[src/rtl/display_arbiter.sv]
// Two-requester display arbiter driving a multiplexed two-digit active-low
// 7-segment display with blanking and a minimum grant tenure in refresh slots.
module display_arbiter #(
  parameter int REFRESH_DIV  = 5000,
  parameter int BLANK_CYCLES = 16,
  parameter int HOLD_SLOTS   = 200
) (
  input  logic       CLK,
  input  logic       RST_N,
  input  logic       req_a,
  input  logic       req_b,
  input  logic [7:0] data_a,
  input  logic [7:0] data_b,
  output logic       grant_a,
  output logic       grant_b,
  output logic [6:0] seg,
  output logic       ca
);

  typedef enum logic [1:0] {
    IDLE  = 2'd0,
    GNT_A = 2'd1,
    GNT_B = 2'd2
  } state_e;

  localparam logic [15:0] PRESC_LAST = 16'(REFRESH_DIV - 1);
  localparam logic [15:0] BLANK_END  = 16'(BLANK_CYCLES);
  localparam logic [9:0]  HOLD_MAX   = 10'(HOLD_SLOTS);
  localparam logic [6:0]  SEG_OFF    = 7'h7F;

  state_e      state_q, state_d;
  logic        last_q, last_d;         // 1 = B was granted most recently
  logic [15:0] presc_q, presc_d;
  logic [9:0]  hold_q, hold_d;
  logic        ca_q, ca_d;
  logic [6:0]  seg_q, seg_d;
  logic [7:0]  disp_q, disp_d;
  logic        grant_a_q, grant_a_d;
  logic        grant_b_q, grant_b_d;

  logic        slot_tick;
  logic        hold_done;
  logic        entry;
  logic        blank;
  logic [3:0]  nibble;

  function automatic logic [6:0] glyph(input logic [3:0] n);
    case (n)
      4'h0: glyph = 7'h40;
      4'h1: glyph = 7'h79;
      4'h2: glyph = 7'h24;
      4'h3: glyph = 7'h30;
      4'h4: glyph = 7'h19;
      4'h5: glyph = 7'h12;
      4'h6: glyph = 7'h02;
      4'h7: glyph = 7'h78;
      4'h8: glyph = 7'h00;
      4'h9: glyph = 7'h10;
      4'hA: glyph = 7'h08;
      4'hB: glyph = 7'h03;
      4'hC: glyph = 7'h46;
      4'hD: glyph = 7'h21;
      4'hE: glyph = 7'h06;
      default: glyph = 7'h0E;
    endcase
  endfunction

  // NOTE: every signal assigned here gets a default first so no latch is inferred.
  always_comb begin
    slot_tick = (presc_q == PRESC_LAST);
    hold_done = (hold_q == HOLD_MAX);
    presc_d   = slot_tick ? 16'd0 : presc_q + 16'd1;
    ca_d      = ca_q ^ slot_tick;

    state_d = state_q;
    case (state_q)
      IDLE: begin
        if (req_a && req_b) state_d = last_q ? GNT_A : GNT_B;
        else if (req_a)     state_d = GNT_A;
        else if (req_b)     state_d = GNT_B;
      end
      GNT_A: begin
        if (hold_done) begin
          if (req_b)       state_d = GNT_B;
          else if (!req_a) state_d = IDLE;
        end
      end
      GNT_B: begin
        if (hold_done) begin
          if (req_a)       state_d = GNT_A;
          else if (!req_b) state_d = IDLE;
        end
      end
      default: state_d = IDLE;
    endcase

    entry  = (state_d != IDLE) && (state_d != state_q);
    last_d = entry ? (state_d == GNT_B) : last_q;

    hold_d = hold_q;
    if (entry)                       hold_d = 10'd0;
    else if (slot_tick && !hold_done) hold_d = hold_q + 10'd1;

    // A direct switch shows the new owner's byte from its first granted cycle.
    disp_d = disp_q;
    if (entry && state_q != IDLE)        disp_d = (state_d == GNT_A) ? data_a : data_b;
    else if (state_q == GNT_A && req_a)  disp_d = data_a;
    else if (state_q == GNT_B && req_b)  disp_d = data_b;

    grant_a_d = (state_d == GNT_A);
    grant_b_d = (state_d == GNT_B);

    nibble = ca_d ? disp_d[7:4] : disp_d[3:0];
    blank  = (state_d == IDLE) || (presc_d < BLANK_END) || (presc_d == PRESC_LAST);
    seg_d  = blank ? SEG_OFF : glyph(nibble);
  end

  // NOTE: sequential state uses non-blocking assignments only.
  always_ff @(posedge CLK) begin
    if (!RST_N) begin
      state_q   <= IDLE;
      last_q    <= 1'b1;
      presc_q   <= 16'd0;
      hold_q    <= 10'd0;
      ca_q      <= 1'b0;
      seg_q     <= SEG_OFF;
      disp_q    <= 8'h00;
      grant_a_q <= 1'b0;
      grant_b_q <= 1'b0;
    end else begin
      state_q   <= state_d;
      last_q    <= last_d;
      presc_q   <= presc_d;
      hold_q    <= hold_d;
      ca_q      <= ca_d;
      seg_q     <= seg_d;
      disp_q    <= disp_d;
      grant_a_q <= grant_a_d;
      grant_b_q <= grant_b_d;
    end
  end

  assign grant_a = grant_a_q;
  assign grant_b = grant_b_q;
  assign seg     = seg_q;
  assign ca      = ca_q;

endmodule

[config.mk]
export PLATFORM = sky130hd
export DESIGN_NAME = display_arbiter
export DESIGN_NICKNAME = d
export VERILOG_FILES = /design/src/rtl/display_arbiter.sv
export SDC_FILE = /design/constraint.sdc
export NUM_CORES = 1
export LEC_CHECK = 0
export BUFFER_PORTS_ARGS = -buffer_cell sky130_fd_sc_hd__buf_2
export CAP_MARGIN = 10
export CORE_MARGIN = 2
export CORE_UTILIZATION = 35
export DETAILED_ROUTE_END_ITERATION = 16
export GPL_ROUTABILITY_DRIVEN = 0
export HOLD_SLACK_MARGIN = 0.05
export PLACE_DENSITY = 0.55
export SKIP_CTS_REPAIR_TIMING = 1
export SYNTH_ARGS = -nofsm -noshare
export SYNTH_HDL_FRONTEND = slang
export SYNTH_SLANG_ARGS = --single-unit
[constraint.sdc]
create_clock -name CLK -period 3.45 [get_ports CLK]
set_clock_uncertainty 0.2 [all_clocks]
set_input_delay 0 -clock CLK [delete_from_list [all_inputs] [get_ports CLK]]
set_output_delay 0 -clock CLK [all_outputs]
set_load 0.005 [all_outputs]
After elaboration in Yosys (flattened, before gate mapping)
Memory sizes are Yosys's and may differ from the RTL's. A register that Yosys moved wholly into a read port is not among the register bits.
Index checks and enable logic that the tools add are counted.

storage, ports and cells
  bits in registers = 40
  ROM bits = 112
  input port bits = 20
  output and inout bits = 10
  word-level logic and storage cells = 54
  memories = 1

memories
  memory           words  bits a word  rd ports  clocked after memory_dff  write ports  line  source
  (no name shown)  16     7            1         1                         0            48    case (n)

cells by class
  add/subtract/negate cells = 2
  magnitude comparators = 1
  eq/ne operators = 8
  multiplexer cells = 17
  bitwise operators = 2
  reduce and logical (&&, ||, !) cells = 15

operators by type and width
  operator                                               count
  equality test 16 x 13 -> 1 bit, second input constant  2
  two-way mux 8 bit                                      4
  two-way mux 2 bit                                      10
  adder 16 x 1 -> 16 bit, second input constant          1
  < comparator 16 x 5 -> 1 bit, second input constant    1
  two-way mux 16 bit                                     1
  adder 10 x 1 -> 10 bit, second input constant          1
  equality test 10 x 8 -> 1 bit, second input constant   1
  logical AND 1 bit                                      6
  case mux 2 bit (3 select lines)                        1
  equality test 2 x 1 -> 1 bit, second input constant    2
  equality test 2 bit, second input constant             2
  logical NOT 2 bit                                      2
  two-way mux 4 bit                                      1
  nonzero test 2 bit                                     2
  OR reduction 2 bit                                     2
  logical OR 1 bit                                       2
  != test 2 bit                                          1
  logical NOT 1 bit                                      1
  inverter 1 bit                                         1
  bitwise XOR 1 bit                                      1

Longest topological paths before layout
Gate-level depths: netlist of the first run.

  depth in word-level cells = 9
  mapped depth = 15
  depth with buffers taken out = 14

Worst setup path after synthesis of the first run
Ideal clock, no wire load.

  kind = reg2reg
  start = register presc_q[0]
  end = register seg_q[5] (netlist: seg[5])
  setup time = 0.144 ns
  arrival = 2.635 ns
  required time = 3.106 ns
  setup slack = 0.471 ns
  stages on the path, launching flop included = 14
  buffers on the path = 0
  period minus slack after synthesis = 2.979 ns
  cell sequence = dfxtp_1 ha_1 and4b_1 and4_1 nand3_4 xor2_2 o21ai_0 o22ai_1 inv_1 ha_1 inv_1 nor2_1 a21oi_1 o221ai_1

between the ends
  cells in the longest elaborated chain, start to end = 6
  elaborated cells on any way between the ends = 10
  classes of those cells = add/sub: 1; order compare: 1; eq/ne: 2; mux: 2; bitwise: 1; reduce/logical: 3

ends and longest elaborated chain
  element                                                                   line    source
  start: declaration                                                        33      logic [15:0] presc_q, presc_d;
  start signal: assignment                                                  133     presc_q <= presc_d;
  adder 16 x 1 -> 16 bit or equality test 16 x 13 -> 1 bit (tied branches)  72, 70
  two-way mux 16 bit                                                        72      presc_d = slot_tick ? 16'd0 : presc_q + 16'd1;
  < comparator 16 x 5 -> 1 bit                                              114     blank = (state_d == IDLE) || (presc_d < BLANK_END) || (presc_d == PRESC_LAST);
  logical OR 1 bit (2 in series)                                            114
  OR reduction 2 bit (no line)                                              -
  end: declaration                                                          36      logic [6:0] seg_q, seg_d;

Parallel ways exist; a longest one is shown, timed or not.
A chain may end at the register's enable or synchronous reset.

Final worst setup path of the first run
  start = register hold_q[0]
  end = register seg_q[0] (netlist: seg[0])

between the ends
  cells in the longest elaborated chain, start to end = 8
  elaborated cells on any way between the ends = 16
  classes of those cells = eq/ne: 3; mux: 6; reduce/logical: 7

ends and longest elaborated chain
  element                                              line    source
  start: declaration                                   34      logic [9:0] hold_q, hold_d;
  start signal: assignment                             134     hold_q <= hold_d;
  equality test 10 x 8 -> 1 bit (*)                    71      hold_done = (hold_q == HOLD_MAX);
  two-way mux 2 bit (on tied branches)                 89, 83
  case mux 2 bit (3 select lines) (*)                  76      case (state_q)
  != test 2 bit or nonzero test 2 bit (tied branches)  97      entry = (state_d != IDLE) && (state_d != state_q);
  logical AND 1 bit                                    97
  logical AND 1 bit                                    106     if (entry && state_q != IDLE) disp_d = (state_d == GNT_A) ? data_a : data_b;
  two-way mux 8 bit                                    106
  two-way mux 4 bit                                    113     nibble = ca_d ? disp_d[7:4] : disp_d[3:0];

Mark *: on every way between the ends. The rest lies on a longest branch, timed or not.

==> results.txt, run 1 <==
----------------------------------------------------
[Setup path]
  Cell with the largest stage delay on the worst path ... sky130_fd_sc_hd__dfxtp_1
  Kind of critical path ... flop to flop
  CP Launch Type ... flop
  Worst path max stage delay ... 0.40 ns
  Critical-path cell list ... inv_1, ha_1, nor4b_4, and3_2, a21oi_1, a21oi_2, o221a_1, o2bb2a_2, clkinv_1, ha_1, nor3_1, a21oi_1, a21oi_1, o21ai_1
  Crit path required time ... 3.44 ns
  Maximum fanout along the worst path ... 6
  Most frequent cell on the critical path ... sky130_fd_sc_hd__a21oi_1
  Crit path capture type ... flop
  CP Data Arrival Time ... 3.15 ns

[Synthesis]
  Avg Cell Area, Syn ... 8.71 µm²
  Unique cell type count in the Yosys netlist ... 69
  Synth top area share ... 34.8%
  Library cell with the highest instance count after synthesis ... sky130_fd_sc_hd__dfxtp_1
  Number of flops mapped to enable cells by yosys ... 0
  Fraction of the yosys area taken by sequential cells ... 34.8%
  Flop and latch count out of synthesis ... 47
  Synth area leader ... sky130_fd_sc_hd__dfxtp_1
  Main area contributors after synthesis ... sky130_fd_sc_hd__dfxtp_1 35%, sky130_fd_sc_hd__nor2_1 5.7%, sky130_fd_sc_hd__xor2_1 4.5%
  Leading cell types by count after synthesis ... 47 x sky130_fd_sc_hd__dfxtp_1, 41 x sky130_fd_sc_hd__nor2_1, 26 x sky130_fd_sc_hd__nand2_1
  Cell count after synthesis ... 310
  Area of the mapped netlist ... 0.00270 mm²
  Synth warnings ... 0
  Predominant post-synthesis flop cell ... sky130_fd_sc_hd__dfxtp_1
  Net count after synthesis ... 339
  Async set-reset flop share out of synthesis ... 0%

[Floorplanning]
  Die Span X ... 91.8 µm
  Height of the die ... 91.8 µm
  Starting density of the core ... 35.5%
  Die area ... 0.00843 mm²
  Std-Cell Rows ... 32
  Top-Level Pins ... 30
  Core Region ... 0.00761 mm²

[Timing]
  Max-slew violation count ... 0
  Measured slew at the worst slew-check pin ... 0.576 ns
  Worst-case headroom to the max-slew limit ... 61.5%
  Final Hold Slack ... -0.00328 ns
  Setup-failing EPs final ... 0
  Post-route fraction of the period consumed by the critical path ... 91.4%
  Total negative slack ... 0 ns
  Highest clock frequency the design can meet ... 317 MHz
  Final critical-path required period ... 3.15 ns
  Final hold violation count ... 1
  Setup repair after global routing missed its margin ... false

[CTS]
  Worst skew pair latency ... 0.31 ns
  Number of H-tree branching levels ... 2
  Sinks on the clock net ... 47
  CTS Buf Count ... 5
  CTS tree ... done
  Number of buffers between clock root and the deepest sink ... 2
  Root Buffer Master ... sky130_fd_sc_hd__clkbuf_8
  Clock edge transition at the registers on the reported setup and hold paths ... 0.09 ns

[Power]
  Internal power ... 888 µW
  Switching Fraction ... 28.0%
  PD cells ... 388 mW/mm²
  Share of power burned in registers ... 46.6%
  Net load switching power ... 346 µW
  Maximum ir drop on the vdd rail ... 0.179 mV
  Leakage power total ... 0.00124 µW
  Combinational group share of total power ... 20.8%
  Clock group share of total power ... 32.6%

[Hold path]
  Hold/Removal Path Class ... input pin to flop

[GRT]
  Pin count of the biggest net entering global routing ... 17
  Via count of the first global-routing pass ... 2126
  Overflow after GRT ... 0
  All-Layer GR Usage ... 14.9%
  Initial antenna violation count ... 0
  First-pass GRT wire length ... 10.2 mm

[Route]
  Remaining DRCs ... 0
  Average wire per standard cell ... 13.4 µm
  First-pass DRT Iterations ... 4
  Detailed router's first-iteration violation count ... 146
  Number of nets with antenna violations after detailed routing ... 0
  Total number of vias ... 2322
  Total Routed Length ... 6.09 mm
  Average vias per placed instance ... 5.10

[Finish]
  Number of nets at the end of the flow ... 382
  Fraction of final layout cells sized beyond drive strength 1 ... 18.4%
  Synth-to-Final Area Change ... 17.7%
  Final design area excluding fillers ... 0.00318 mm²
  Number of antenna repair diodes ... 0
  Final instance count without filler cells ... 455

[Flow run]
  Reported max-cap violation count ... 0

[Outcome]
  Violated checks ... hold timing
  Run status ... finished, violations left

[Placed design]
  Number of buffers inserted by port buffering ... 29
  Instance area after placement ... 0.00293 mm²
  Placed cells ... 435
  HPWL after DPL ... 4.47 mm

----------------------------------------------------
-- worst paths after layout --
path	startpoint	end	slack, ns	depth (start not counted)
setup / recovery	hold_q[0]	seg[0]	0.30	14
hold / removal	data_b[7]	disp_q[7]	-0.003	4
setup reg to reg	hold_q[0]	seg[0]	0.30	14
hold reg to reg	presc_q[0]	presc_q[0]	0.26	1
-- metrics by stage --
step	util, %	setup WS [ns]	power, µW
CTS	39.9	0.128	1230
global route	41.8	0.0344	1300
detailed placement	38.6	0.130	827
floorplan	-	0.471	773
global placement	38.6	0.231	826
finish	41.8	0.297	1230
-- sequential cells by signal (all words and copies together), names as in the netlist --
register / count
state_q: 2
hold_q: 10
presc_q: 16
seg: 7
ca: 1
grant_b: 1
disp_q: 8
last_q: 1
grant_a: 1
-- layer usage --
metal / track usage, % / wire, µm
met3: 3.20 / 248
met5: 0 / 0
met1: 20.4 / 3040
met4: 4.85 / 94
met2: 23.2 / 2700
-- layout make-up --
class / instances / area [µm²]
multi-input combinational: 241 / 1660
clock inverter: 1 / 30.0
tap: 102 / 128
fill: 778 / 4430
inverter: 11 / 41.3
timing repair buffer: 47 / 310
clock buffer: 6 / 72.6
sequential: 47 / 941
-- layout by cell type (no fill, tap or decap), types with 3 or more instances in the layout --
cell type	synthesis	routed
sky130_fd_sc_hd__dfxtp_1	47	47
sky130_fd_sc_hd__nor2_1	41	41
sky130_fd_sc_hd__buf_2	3	29
sky130_fd_sc_hd__nand2_1	26	26
sky130_fd_sc_hd__xor2_1	14	14
sky130_fd_sc_hd__nor3_1	12	12
sky130_fd_sc_hd__dlygate4sd3_1	0	12
sky130_fd_sc_hd__a21oi_1	11	11
sky130_fd_sc_hd__inv_1	10	10
sky130_fd_sc_hd__xnor2_1	10	10
sky130_fd_sc_hd__ha_1	9	9
sky130_fd_sc_hd__nand3_1	8	8
sky130_fd_sc_hd__nand4_1	7	7
sky130_fd_sc_hd__o21ai_0	7	7
sky130_fd_sc_hd__mux2i_1	7	7
sky130_fd_sc_hd__o221ai_1	6	6
sky130_fd_sc_hd__buf_4	1	6
sky130_fd_sc_hd__nor2b_1	5	5
sky130_fd_sc_hd__clkbuf_8	1	5
sky130_fd_sc_hd__o22ai_1	4	4
sky130_fd_sc_hd__and2_1	4	4
sky130_fd_sc_hd__or3_1	4	4
sky130_fd_sc_hd__a211oi_1	4	4
sky130_fd_sc_hd__o211ai_2	3	3
sky130_fd_sc_hd__o21ai_1	3	3
sky130_fd_sc_hd__and3_1	4	3
-- worst max-delay path, delay by kind of cell (launching register included) --
family	cells	cell delay [ns]
buffers and inverters	2	0.21
adders and majority gates	2	0.46
AOI/OAI and AO/OA	7	1.16
DFF	1	0.40
and+or+nand+nor	3	0.62
-- power groups by stage --
stage / Combinational (µW) / Clock (µW) / Sequential [µW]
after global placement: 238 / 0 / 588
final: 257 / 402 / 575
after detailed placement: 239 / 0 / 588
after CTS: 240 / 415 / 575
after floorplan: 191 / 0 / 582
after global routing: 288 / 439 / 578
-- kinds of logic (layout without fill, tap and decap cells) --
family / Yosys count / count (layout) / synth area share, %
and+or+nand+nor: 135 / 135 / 26.5
AOI/OAI and AO/OA: 62 / 62 / 17.8
DFF: 47 / 47 / 34.8
xor gates and xnor gates: 25 / 25 / 8.39
buffers and inverters: 22 / 65 / 4.36
muxes: 10 / 10 / 3.99
adders and majority gates: 9 / 9 / 4.17
(Power assumes the default switching activity.)
==> inputs of run 2 (changes only) <==
--- a/config.mk
+++ b/config.mk
@@ -5,12 +5,12 @@
 export SDC_FILE = /design/constraint.sdc
 export NUM_CORES = 1
 export LEC_CHECK = 0
+export ABC_AREA = 1
 export BUFFER_PORTS_ARGS = -buffer_cell sky130_fd_sc_hd__buf_2
 export CAP_MARGIN = 10
 export CORE_MARGIN = 2
 export CORE_UTILIZATION = 35
 export DETAILED_ROUTE_END_ITERATION = 16
-export GPL_ROUTABILITY_DRIVEN = 0
 export HOLD_SLACK_MARGIN = 0.05
 export PLACE_DENSITY = 0.55
 export SKIP_CTS_REPAIR_TIMING = 1
==> run 2 against run 1 <==
The flow still finishes with violations (hold timing); register-to-register slack worse by 0.08 ns; global-route usage is 1.5 points higher; maximum frequency shrank 2.5%; critical path type unchanged.
==> results.txt, run 2 <==
----------------------------------------------------
[Power]
  Leakage power total ... 0.00152 µW
  Internal power ... 948 µW
  Switching Fraction ... 33.0%
  PD cells ... 403 mW/mm²
  Combinational group share of total power ... 29.8%
  Net load switching power ... 467 µW
  Maximum ir drop on the vdd rail ... 0.201 mV
  Share of power burned in registers ... 41.1%
  Clock group share of total power ... 29.1%

[Finish]
  Register bank with the most flops ... presc_q
  Most frequent cells in the layout ... 122 x sky130_fd_sc_hd__nand2_1, 61 x sky130_fd_sc_hd__nor2_1, 47 x sky130_fd_sc_hd__dfxtp_1
  Flip-flop count of the largest register after layout ... 16
  Fill cells ... 860
  Number of nets at the end of the flow ... 522
  Biggest regs ... presc_q: 16 flops, hold_q: 10 flops, disp_q: 8 flops
  Number of antenna repair diodes ... 0
  Most common cell after layout, fill and taps aside ... sky130_fd_sc_hd__nand2_1
  Synth-to-Final Area Change ... 20.7%
  Fraction of final layout cells sized beyond drive strength 1 ... 14.6%

[CTS]
  Worst skew pair latency ... 0.30 ns
  Sinks on the clock net ... 47
  Clock edge transition at the registers on the reported setup and hold paths ... 0.09 ns
  CTS Buf Count ... 5
  Number of buffers between clock root and the deepest sink ... 2
  Root Buffer Master ... sky130_fd_sc_hd__clkbuf_8
  CTS tree ... done
  Number of H-tree branching levels ... 2

[Setup path]
  CP Launch Type ... flop
  Crit path required time ... 3.50 ns
  Maximum fanout along the worst path ... 17
  Kind of critical path ... flop to flop
  Crit path capture type ... flop
  CP Data Arrival Time ... 3.28 ns

[Synthesis]
  Synth warnings ... 0
  Main area contributors after synthesis ... sky130_fd_sc_hd__dfxtp_1 32%, sky130_fd_sc_hd__nand2_1 16%, sky130_fd_sc_hd__nor2_1 7.9%
  Predominant post-synthesis flop cell ... sky130_fd_sc_hd__dfxtp_1
  Unique cell type count in the Yosys netlist ... 37
  Fraction of the yosys area taken by sequential cells ... 32.3%
  Synth top area share ... 32.3%
  Synth area leader ... sky130_fd_sc_hd__dfxtp_1
  Async set-reset flop share out of synthesis ... 0%
  Flop and latch count out of synthesis ... 47
  Library cell with the highest instance count after synthesis ... sky130_fd_sc_hd__nand2_1
  Area of the mapped netlist ... 0.00291 mm²
  Net count after synthesis ... 467
  Number of flops mapped to enable cells by yosys ... 0
  Leading cell types by count after synthesis ... 122 x sky130_fd_sc_hd__nand2_1, 61 x sky130_fd_sc_hd__nor2_1, 47 x sky130_fd_sc_hd__dfxtp_1
  Cell count after synthesis ... 438
  Avg Cell Area, Syn ... 6.65 µm²

[Route]
  Total number of vias ... 2921
  First-pass DRT Iterations ... 4
  Detailed router's first-iteration violation count ... 120
  Total Routed Length ... 7.20 mm
  Average vias per placed instance ... 4.88
  Number of nets with antenna violations after detailed routing ... 0
  Average wire per standard cell ... 12.0 µm
  Remaining DRCs ... 0

[Floorplanning]
  Height of the die ... 95.2 µm
  Std-Cell Rows ... 33
  Top-Level Pins ... 30
  Die Span X ... 95.2 µm
  Die area ... 0.00906 mm²
  Core Region ... 0.00813 mm²
  Starting density of the core ... 35.8%

[Placed design]
  Number of buffers inserted by port buffering ... 29
  HPWL after DPL ... 5.33 mm
  Final Wtd Congestion ... 0.895

[Timing]
  Max-slew violation count ... 0
  Final critical-path required period ... 3.24 ns
  Final hold violation count ... 1
  Measured slew at the worst slew-check pin ... 0.793 ns
  Setup-failing EPs final ... 0
  Post-route fraction of the period consumed by the critical path ... 93.8%
  Worst-case headroom to the max-slew limit ... 46.8%
  Setup repair after global routing missed its margin ... false
  Final Hold Slack ... -0.00299 ns
  Total negative slack ... 0 ns
  Highest clock frequency the design can meet ... 309 MHz

[GRT]
  Pin count of the biggest net entering global routing ... 28
  Overflow after GRT ... 0
  First-pass GRT wire length ... 11.8 mm
  Via count of the first global-routing pass ... 2582
  Initial antenna violation count ... 0
  All-Layer GR Usage ... 16.4%

[Outcome]
  Violated checks ... hold timing
  Run status ... finished, violations left

[Hold path]
  Hold/Removal Path Class ... input pin to flop

[Flow run]
  Reported max-cap violation count ... 0

----------------------------------------------------
-- run 2: cell families (layout without fill, tap and decap cells) --
group                    after synthesis  in the layout  synth area share [%]
AO/OA/AOI/OAI                         35             35                  6.96
AND/OR/NAND/NOR                      285            285                  46.6
XOR/XNOR                              10             10                  3.27
buffers and inverters                 52            108                  7.00
flip-flops                            47             47                  32.3
adder cells (fa/ha/maj)                9              9                  3.87
-- run 2: power groups by stage --
stage,sequential [µW],clock (µW),combinational (µW)
finish,582,412,421
global route,586,454,480
CTS,582,432,370
detailed placement,595,0,368
global placement,595,0,372
floorplan,593,0,291
-- run 2: per-layer routing --
| metal | wire, µm | GRT usage [%] | part of all wire, % |
|---|---|---|---|
| met4 | 82 | 4.95 | 1.1 |
| met5 | 0 | 0 | 0 |
| met1 | 3580 | 23.4 | 50 |
| met3 | 286 | 3.00 | 4.0 |
| met2 | 3250 | 25.1 | 45 |
-- run 2: final timing paths --
| kind | cells after the start | slack [ns] | to | from |
|---|---|---|---|---|
| worst max-delay path | 10 | 0.21 | disp_q[5] | state_q[1] |
| worst min-delay path | 5 | -0.003 | disp_q[6] | data_b[6] |
| worst max register to register | 10 | 0.21 | disp_q[5] | state_q[1] |
| worst min register to register | 2 | 0.28 | hold_q[9] | hold_q[9] |
-- run 2: per-stage QoR --
stage | power, µW | utilization [%] | worst slack (ns) | area (µm²) | std cells
after detailed placement | 963 | 38.9 | 0.559 | 3160 | 567
final | 1420 | 43.2 | 0.215 | 3510 | 599
after CTS | 1380 | 40.2 | 0.519 | 3270 | 575
after floorplan | 883 | - | 0.958 | 2910 | 438
after global routing | 1520 | 43.2 | 0.0321 | 3510 | 599
after global placement | 967 | 38.9 | 0.609 | 3160 | 567
-- run 2: cell type report --
cell class	count	area (µm²)	share of cell area [%]
repair buffers	53	385	11.0
clock buffers	5	68.8	1.96
clock inverters	3	43.8	1.25
multi-input cells	339	1770	50.3
flip-flops and latches	47	941	26.8
inverters	47	176	5.02
well taps	105	131	3.74
-- run 2: critical path: stages (launching register included) --
cell	delay (ns)
sky130_fd_sc_hd__dfxtp_1	0.42
sky130_fd_sc_hd__inv_1	0.09
sky130_fd_sc_hd__nand3_2	0.27
sky130_fd_sc_hd__nor2_1	0.10
sky130_fd_sc_hd__nor2_2	0.22
sky130_fd_sc_hd__nand3_4	0.19
sky130_fd_sc_hd__o21ai_0	0.24
sky130_fd_sc_hd__nand2_1	0.10
sky130_fd_sc_hd__dlygate4sd3_1	0.57
sky130_fd_sc_hd__a21oi_1	0.16
sky130_fd_sc_hd__dlygate4sd3_1	0.61
==> inputs of run 3 (changes only) <==
==> constraint.sdc (replaced) <==
create_clock -name CLK -period 3.6 [get_ports CLK]
set_clock_uncertainty 0.2 [all_clocks]
set_input_delay 0 -clock CLK [delete_from_list [all_inputs] [get_ports CLK]]
set_output_delay 0 -clock CLK [all_outputs]
set_load 0.005 [all_outputs]
==> run 3 against run 2 <==
The flow now finishes without violations; worst hold slack gained 0.029 ns; highest routed layer unchanged; maximum frequency is essentially flat; core utilization shrank 0.22 points; first-iteration DRC count shrank 15%.
==> results.txt, run 3 (synthesis gave the netlist of run 2 again) <==
----------------------------------------------------
[Outcome]
  Run status ... finished, final reports clean

[Flow run]
  Reported max-cap violation count ... 0

[Finish]
  Fill cells ... 862
  Register bank with the most flops ... presc_q
  Number of nets at the end of the flow ... 523
  Most common cell after layout, fill and taps aside ... sky130_fd_sc_hd__nand2_1
  Most frequent cells in the layout ... 122 x sky130_fd_sc_hd__nand2_1, 61 x sky130_fd_sc_hd__nor2_1, 47 x sky130_fd_sc_hd__dfxtp_1
  Flip-flop count of the largest register after layout ... 16
  Area of the multi-input gates ... 0.00177 mm²
  Number of antenna repair diodes ... 0
  Area occupied by registers ... 941 µm²
  Biggest regs ... presc_q: 16 flops, hold_q: 10 flops, disp_q: 8 flops
  Synth-to-Final Area Change ... 20.1%
  Fraction of final layout cells sized beyond drive strength 1 ... 14.3%

[GRT]
  All-Layer GR Usage ... 16.3%
  Pin count of the biggest net entering global routing ... 28
  First-pass GRT wire length ... 11.8 mm
  Overflow after GRT ... 0
  Initial antenna violation count ... 0
  Via count of the first global-routing pass ... 2577

[Floorplanning]
  Top-Level Pins ... 30
  Die area ... 0.00906 mm²
  Height of the die ... 95.2 µm
  Std-Cell Rows ... 33
  Starting density of the core ... 35.8%
  Core Region ... 0.00813 mm²
  Die Span X ... 95.2 µm

[Route]
  Number of nets with antenna violations after detailed routing ... 0
  Detailed router's first-iteration violation count ... 102
  Total number of vias ... 2903
  Average wire per standard cell ... 11.8 µm
  First-pass DRT Iterations ... 5
  Total Routed Length ... 7.08 mm
  Average vias per placed instance ... 4.84
  Remaining DRCs ... 0

[Setup path]
  Maximum fanout along the worst path ... 17
  Crit path required time ... 3.64 ns
  R2R setup slack ... 0.37 ns
  Crit path capture type ... flop
  CP Data Arrival Time ... 3.27 ns
  Kind of critical path ... flop to flop
  Reg2reg start ... state_q[1]
  Reg2reg end ... disp_q[5]
  Capturing instance or port of the critical path ... disp_q[5]
  CP Launch Type ... flop
  Critical path origin ... state_q[1]
  Number of cell instances on the worst register-to-register path ... 10

[CTS]
  Number of buffers between clock root and the deepest sink ... 2
  Clock edge transition at the registers on the reported setup and hold paths ... 0.09 ns
  Worst skew pair latency ... 0.30 ns
  CTS tree ... done
  Number of H-tree branching levels ... 2
  Sinks on the clock net ... 47
  CTS Buf Count ... 5
  Root Buffer Master ... sky130_fd_sc_hd__clkbuf_8

[Power]
  PD cells ... 367 mW/mm²
  Leakage power total ... 0.00150 µW
  Maximum ir drop on the vdd rail ... 0.181 mV

[Timing]
  Post-route fraction of the period consumed by the critical path ... 89.8%
  Highest clock frequency the design can meet ... 309 MHz
  Final critical-path required period ... 3.23 ns
  Total negative slack ... 0 ns
  Worst-case headroom to the max-slew limit ... 46.9%
  Measured slew at the worst slew-check pin ... 0.791 ns
  Setup-failing EPs final ... 0
  Setup repair after global routing missed its margin ... false
  Final hold violation count ... 0
  Minimum setup slack in the final design ... 0.366 ns
  Max-slew violation count ... 0

[Hold path]
  Start point of the worst min-delay path ... data_b[7]
  Hold/Removal Path Class ... input pin to flop

[Placed design]
  Number of buffers inserted by port buffering ... 29
  Final Wtd Congestion ... 0.894
  Place WS ... 0.700 ns
  HPWL after DPL ... 5.27 mm

----------------------------------------------------
-- run 3: cell count changes in the layout (fill, tap and decap cells not counted) --
cell / previous run / this run
sky130_fd_sc_hd__bufinv_16: 1 / 0
sky130_fd_sc_hd__clkbuf_1: 0 / 1
sky130_fd_sc_hd__clkinv_4: 1 / 0
sky130_fd_sc_hd__clkinvlp_4: 0 / 1
sky130_fd_sc_hd__dlygate4sd3_1: 24 / 25
-- run 3: worst min path at each step --
stage	to	cells after the start
floorplan	last_q	1
global placement	last_q	2
detailed placement	last_q	2
CTS	last_q	2
global route	disp_q[7]	5
finish	disp_q[7]	5
-- run 3: worst max-delay path, stage by stage, from the launching register on --
cell and delay [ns]:
sky130_fd_sc_hd__dfxtp_1 0.43, sky130_fd_sc_hd__inv_1 0.10, sky130_fd_sc_hd__nand3_2 0.26, sky130_fd_sc_hd__nor2_1 0.10, sky130_fd_sc_hd__nor2_2 0.23, sky130_fd_sc_hd__nand3_4 0.19, sky130_fd_sc_hd__o21ai_0 0.25, sky130_fd_sc_hd__nand2_1 0.10
sky130_fd_sc_hd__dlygate4sd3_1 0.56, sky130_fd_sc_hd__a21oi_1 0.14, sky130_fd_sc_hd__dlygate4sd3_1 0.61
-- run 3: routing by layer --
metal	up-vias	global-route usage [%]	share of wire, %
met2	62	25.4	45
met1	1298	23.3	50
met4	0	4.23	0.78
met3	5	2.77	4.5
met5	-	0	0
li1	1538	-	-
-- run 3: report_power, final --
| group | internal [µW] | switching, µW |
|---|---|---|
| combinational | 157 | 246 |
| clock | 136 | 184 |
| sequential | 545 | 13.9 |
| total | 838 | 443 |
-- run 3: area by class of cell --
cell class | count | area share, %
clock buffers | 6 | 2.08
inverters | 47 | 5.05
repair buffers | 54 | 11.3
flip-flops and latches | 47 | 26.9
multi-input cells | 339 | 50.5
well taps | 105 | 3.76
clock inverters | 2 | 0.358
-- run 3: per-stage QoR --
stage          total power (µW)  cell area, µm²  hold WS, ns  std cells  utilization, %
2_1_floorplan               847            2910       -0.131        438               -
3_3_place_gp                927            3160       0.0401        567            38.9
3_5_place_dp                923            3160       0.0456        567            38.9
4_1_cts                    1250            3250       -0.270        575            39.9
5_1_grt                    1370            3500       0.0582        600            43.0
6_report                   1280            3500       0.0260        600            43.0
